$ cat config.mk
export PLATFORM = sky130hd
export DESIGN_NAME = rf_scan_reader
export DESIGN_NICKNAME = d
export VERILOG_FILES = /design/src/rtl/rf_scan_reader.sv
export SDC_FILE = /design/constraint.sdc
export NUM_CORES = 1
export LEC_CHECK = 0
export ABC_AREA = 0
export CELL_PAD_IN_SITES_DETAIL_PLACEMENT = 1
export CELL_PAD_IN_SITES_GLOBAL_PLACEMENT = 1
export CORE_ASPECT_RATIO = 2
export CORE_MARGIN = 2
export CORE_UTILIZATION = 35
export DETAILED_ROUTE_END_ITERATION = 12
export PLACE_DENSITY_LB_ADDON = 0.08
export SYNTH_ARGS = -nofsm -noshare
export SYNTH_HDL_FRONTEND = slang
export SYNTH_SLANG_ARGS = --single-unit
export TNS_END_PERCENT = 1
$ cat constraint.sdc
create_clock -name clk -period 3.1 [get_ports clk]
set_clock_uncertainty 0.15 [all_clocks]
set_input_delay 0.62 -clock clk [delete_from_list [all_inputs] [get_ports clk]]
set_output_delay 0.62 -clock clk [all_outputs]
set_load 0.03 [all_outputs]
$ cat src/rtl/rf_scan_reader.sv
// rf_scan_reader: autonomous register-file scanner for the board display path.
// Walks RF addresses through one read port at a slow dwell rate and presents
// each captured value with a one-cycle disp_valid pulse. sw_i[13] enables the
// scan, sw_i[12] holds on the current register while still re-reading it.
// Build option: define RF_SCAN_SKIP_ZERO_EN to never show register 0 (the scan
// then starts at, wraps to and parks at address 1).
module rf_scan_reader #(
  parameter int NUM_REGS = 32,
  parameter int ADDR_W   = 5,
  parameter int DIV_MAX  = 25_000_000,
  parameter int CNT_W    = 25
) (
  input  logic              clk,
  input  logic              rst,
  input  logic [15:0]       sw_i,
  input  logic [31:0]       rd_data,
  output logic [ADDR_W-1:0] rd_addr,
  output logic [ADDR_W-1:0] disp_addr,
  output logic [31:0]       disp_data,
  output logic              disp_valid,
  output logic              scan_busy
);

  typedef enum logic [1:0] {
    S_IDLE    = 2'd0,
    S_ISSUE   = 2'd1,
    S_CAPTURE = 2'd2,
    S_WAIT    = 2'd3
  } state_t;

`ifdef RF_SCAN_SKIP_ZERO_EN
  // Register 0 is hardwired zero, so the walk parks at and wraps to 1.
  localparam logic [ADDR_W-1:0] PTR_START = ADDR_W'(1);
`else
  localparam logic [ADDR_W-1:0] PTR_START = ADDR_W'(0);
`endif
  localparam logic [ADDR_W-1:0] PTR_LAST = ADDR_W'(NUM_REGS - 1);
  localparam logic [CNT_W-1:0]  CNT_TERM = CNT_W'(DIV_MAX - 1);

  // Explicit compare against the last register so non-power-of-2 sizes wrap.
  function automatic logic [ADDR_W-1:0] ptr_advance(input logic [ADDR_W-1:0] p);
    logic [ADDR_W-1:0] n;
    if (p == PTR_LAST) begin
      n = PTR_START;
    end else begin
      n = p + ADDR_W'(1);
    end
    return n;
  endfunction

  state_t            r_state;
  state_t            w_state_nxt;
  logic [ADDR_W-1:0] r_ptr;
  logic [ADDR_W-1:0] w_ptr_nxt;
  logic [CNT_W-1:0]  r_cnt;
  logic [CNT_W-1:0]  w_cnt_nxt;
  logic [ADDR_W-1:0] r_rd_addr;
  logic [ADDR_W-1:0] r_disp_addr;
  logic [ADDR_W-1:0] w_disp_addr_nxt;
  logic [31:0]       r_disp_data;
  logic [31:0]       w_disp_data_nxt;
  logic              r_disp_valid;
  logic              w_disp_valid_nxt;
  logic              r_scan_busy;
  logic              w_scan_en;
  logic              w_hold;
  logic              w_unused_sw;

  assign w_scan_en   = sw_i[13];
  assign w_hold      = sw_i[12];
  assign w_unused_sw = ^{sw_i[15:14], sw_i[11:0]};

  assign rd_addr    = r_rd_addr;
  assign disp_addr  = r_disp_addr;
  assign disp_data  = r_disp_data;
  assign disp_valid = r_disp_valid;
  assign scan_busy  = r_scan_busy;

  // Next-state and next-datapath logic; a dropped enable overrides everything.
  always_comb begin
    w_state_nxt      = r_state;
    w_ptr_nxt        = r_ptr;
    w_cnt_nxt        = r_cnt;
    w_disp_addr_nxt  = r_disp_addr;
    w_disp_data_nxt  = r_disp_data;
    w_disp_valid_nxt = 1'b0;
    if ((r_state != S_IDLE) && !w_scan_en) begin
      w_state_nxt = S_IDLE;
      w_ptr_nxt   = PTR_START;
      w_cnt_nxt   = '0;
    end else begin
      case (r_state)
        S_IDLE: begin
          w_ptr_nxt = PTR_START;
          w_cnt_nxt = '0;
          if (w_scan_en) begin
            w_state_nxt = S_ISSUE;
          end else begin
            w_state_nxt = S_IDLE;
          end
        end
        S_ISSUE: begin
          // rd_addr has been stable for a cycle; RF data is settled next.
          w_state_nxt = S_CAPTURE;
        end
        S_CAPTURE: begin
          w_disp_data_nxt  = rd_data;
          w_disp_addr_nxt  = r_ptr;
          w_disp_valid_nxt = 1'b1;
          w_cnt_nxt        = '0;
          w_state_nxt      = S_WAIT;
        end
        S_WAIT: begin
          if (r_cnt == CNT_TERM) begin
            w_cnt_nxt   = '0;
            w_state_nxt = S_ISSUE;
            // Hold is only looked at here, at the end of the dwell.
            if (w_hold) begin
              w_ptr_nxt = r_ptr;
            end else begin
              w_ptr_nxt = ptr_advance(r_ptr);
            end
          end else begin
            w_cnt_nxt   = r_cnt + CNT_W'(1);
            w_state_nxt = S_WAIT;
          end
        end
        default: begin
          w_state_nxt = S_IDLE;
          w_ptr_nxt   = PTR_START;
          w_cnt_nxt   = '0;
        end
      endcase
    end
  end

  // State register.
  always_ff @(posedge clk or negedge rst) begin
    if (!rst) begin
      r_state <= S_IDLE;
    end else begin
      r_state <= w_state_nxt;
    end
  end

  // Datapath and output registers; rd_addr mirrors ptr on the same edge.
  always_ff @(posedge clk or negedge rst) begin
    if (!rst) begin
      r_ptr        <= '0;
      r_cnt        <= '0;
      r_rd_addr    <= '0;
      r_disp_addr  <= '0;
      r_disp_data  <= 32'd0;
      r_disp_valid <= 1'b0;
      r_scan_busy  <= 1'b0;
    end else begin
      r_ptr        <= w_ptr_nxt;
      r_cnt        <= w_cnt_nxt;
      r_rd_addr    <= w_ptr_nxt;
      r_disp_addr  <= w_disp_addr_nxt;
      r_disp_data  <= w_disp_data_nxt;
      r_disp_valid <= w_disp_valid_nxt;
      r_scan_busy  <= (w_state_nxt != S_IDLE);
    end
  end

endmodule

==> results.sh <==
export IMPL_status="finished, final reports clean"
export IMPL_clkLatencyLatePin_ns=0.33
export IMPL_critPathCaptureType="flip-flop"
export IMPL_cts_buffers=9
export IMPL_cts_tree="yes"
export IMPL_yosysSeqAreaShare=0.549
export IMPL_grt_pass1_vias=3114
export IMPL_reg2reg_depth=6
export IMPL_dr_pass1_iters=4
export IMPL_die_area_um2=10100
export IMPL_worstPathArrival_ns=2.56
export IMPL_p_leak_nw=2.06
export IMPL_ys_warn_count=0
export IMPL_n_antenna_cell=0
export IMPL_final_area_um2=4470
export IMPL_wl_per_cell_um=16.1
export IMPL_clkTransAtPathRegs_ns=0.06
export IMPL_drc_errors=0
export IMPL_start_util=0.359
export IMPL_antenna_left=0
export IMPL_total_power_w=0.00272
export IMPL_ir_worst_vdd_uv=314
export IMPL_drt_iter0_drc=100
export IMPL_hpwl_mm=6.47
export IMPL_worst_setup_path_type="flip-flop to flip-flop"
export IMPL_place_congestion=0.814
export IMPL_slew_violations=0
export IMPL_antenna_found_initial=0
export IMPL_setup_violations=0
export IMPL_reg2reg_slack_ns=0.58
export IMPL_htreeDepth=3
export IMPL_drv_cap=0
export IMPL_clockBufferDepth=2
export IMPL_fin_hold_ws_ns=0.162
export IMPL_maxClockFrequency_ghz=0.397
export IMPL_r2r_start="r_cnt[9]$_DFFE_PN0P_"
export IMPL_io_pins=94
export IMPL_cts_hold_buffers=0
export IMPL_synth_async_sr_flop_share=1.00
export IMPL_p_per_area_nw_per_um2=609
export IMPL_yosysUniqueCellTypes=42
export IMPL_vias_per_cell=5.22
export IMPL_period_share=0.812
export IMPL_clock_sinks=71
export IMPL_gr_usage_all_layers=0.188
export IMPL_hold_path_class="input port to async pin"
export IMPL_maxSlewHeadroom=0.519
export IMPL_reg2reg_to="r_cnt[21]$_DFFE_PN0P_"
export IMPL_drive_gt1_frac=0.0830
export IMPL_utilization=0.496
export IMPL_start_kind="flip-flop"
export IMPL_nets=494
export IMPL_synth_edf_count=0
export IMPL_routed_wl_mm=8.83
export IMPL_tns_ns=0
export IMPL_post_dp_cell_area_um2=4180
export IMPL_die_h_um=140
export IMPL_synth_area_per_cell_um2=9.11
export IMPL_syn_nets=408
export IMPL_grt_pass1_wl_mm=14.7
export IMPL_nFillCells=1047
export IMPL_finalCriticalPeriod_ns=2.52
export IMPL_rows=49
export IMPL_port_buffers=79
export IMPL_grt_overflow_total=0
export IMPL_cts_root_buf="clkbuf_16"
export IMPL_post_cts_buffers=0
export IMPL_synthCells=355
export IMPL_grt_max_degree=46
export IMPL_timing_final_hold_violations=0
export IMPL_rsz0062_at_grt="no"
export IMPL_critPathMaxFanout=12
export IMPL_vias=2858
export IMPL_synthFlopType="dfrtp_1"
export IMPL_crit_required_ns=3.14
export IMPL_area_growth_syn_to_layout_pct=38.2
export IMPL_post_cts_resized=0
export IMPL_core_area_um2=9010
export IMPL_synth_seq_cells=71
export IMPL_die_x_um=72.0
export IMPL_syn_area_um2=3230
export IMPL_worst_pin_slew_ns=0.716
==> per-layer routing <==
metal,routed length (um),up-vias,track usage
met3,351,11,0.0403
met1,3430,1388,0.198
met4,141,0,0.0725
met2,4910,64,0.350
li1,-,1395,-
met5,0,-,0
==> sequential cells by signal, summed over array words and instances, names as in the netlist <==
name,flops
r_state,2
r_cnt,25
disp_addr,5
rd_addr,5
disp_valid,1
scan_busy,1
disp_data,32
==> worst max-delay path: stages, from the launching register on <==
cell and delay, ns:
dfrtp_1 0.44, or4_4 0.57, nor4_4 0.39, a21o_1 0.45, buf_4 0.21, a21o_1 0.09
a31oi_1 0.08
==> layout by cell type (no fill, tap or decap), types with 2 or more instances in the layout <==
cell type        count
nand2_1            126
nand3b_1             2
clkbuf_16            9
a21oi_1             11
dfrtp_1             71
and2_1               2
o31ai_1              2
or2_2                3
nor4_1               2
nor3_1               6
clkbuf_8             2
a22o_1               2
buf_4                9
or4_1                3
clkdlybuf4s50_1     78
inv_1                6
nand3_1             18
o211ai_1             5
nand4_1              3
o21ai_0              8
and3_1               4
a21o_1              11
or4_4                2
ha_1                 3
clkinv_4             2
mux2_2               3
o21a_1               2
nor2_1              13
a31oi_1             15
mux2i_1              3
==> area by class of cell <==
type                       count  area [um^2]  share of cell area
sequential                    71         1780               0.397
multi-input combinational    263         1380               0.309
timing repair buffer          89          873               0.195
clock buffer                  12          256              0.0574
tap                          102          128              0.0285
clock inverter                 4         30.0             0.00672
inverter                       7         26.3             0.00588
==> Yosys cell counts, drive strengths merged, types with 3 or more instances <==
master | n | area share
buf | 4 | 0.0054
nand4 | 3 | 0.0058
and3 | 4 | 0.0077
inv | 6 | 0.0070
o211ai | 5 | 0.012
dfrtp | 71 | 0.55
or2 | 3 | 0.0058
nor2 | 13 | 0.015
nand3 | 18 | 0.028
a21o | 11 | 0.026
mux2 | 3 | 0.010
ha | 3 | 0.012
or4 | 5 | 0.014
a31oi | 15 | 0.029
nand2 | 126 | 0.15
a21oi | 12 | 0.019
clkbuf | 10 | 0.012
mux2i | 3 | 0.0093
nor3 | 6 | 0.0093
o21ai | 8 | 0.012
nor4 | 4 | 0.014
==> power by group <==
group / switching, W / leakage [nW] / internal (W)
Clock: 0.000388 / 0.139 / 0.000586
Sequential: 0.0000568 / 0.940 / 0.00104
Combinational: 0.000382 / 0.976 / 0.000274
==> kinds of logic after synthesis <==
logic type,after synthesis,share of synthesized area
AND/OR/NAND/NOR,191,0.267
flip-flops,71,0.549
AO/OA/AOI/OAI,62,0.125
buffers and inverters,21,0.0251
multiplexers,6,0.0197
adder cells (fa/ha/maj),3,0.0116
XOR/XNOR,1,0.00271
==> how the worst max path moves through the flow <==
stage               slack [ns]                     end            startpoint
global placement          0.56   r_cnt[19]$_DFFE_PN0P_  r_cnt[9]$_DFFE_PN0P_
global route              0.43   r_cnt[19]$_DFFE_PN0P_  r_cnt[9]$_DFFE_PN0P_
detailed placement        0.54   r_cnt[19]$_DFFE_PN0P_  r_cnt[9]$_DFFE_PN0P_
CTS                       0.54   r_cnt[19]$_DFFE_PN0P_  r_cnt[9]$_DFFE_PN0P_
finish                    0.58   r_cnt[21]$_DFFE_PN0P_  r_cnt[9]$_DFFE_PN0P_
floorplan                 0.79  rd_addr[2]$_DFFE_PN0P_  r_cnt[9]$_DFFE_PN0P_
==> through the flow <==
step / std cells / setup slack [ns]
after CTS: 548 / 0.543
after global placement: 532 / 0.558
after floorplan: 355 / 0.787
after detailed placement: 532 / 0.541
after global routing: 548 / 0.435
final: 548 / 0.583
No activity file was read; power rests on OpenSTA's default activity.
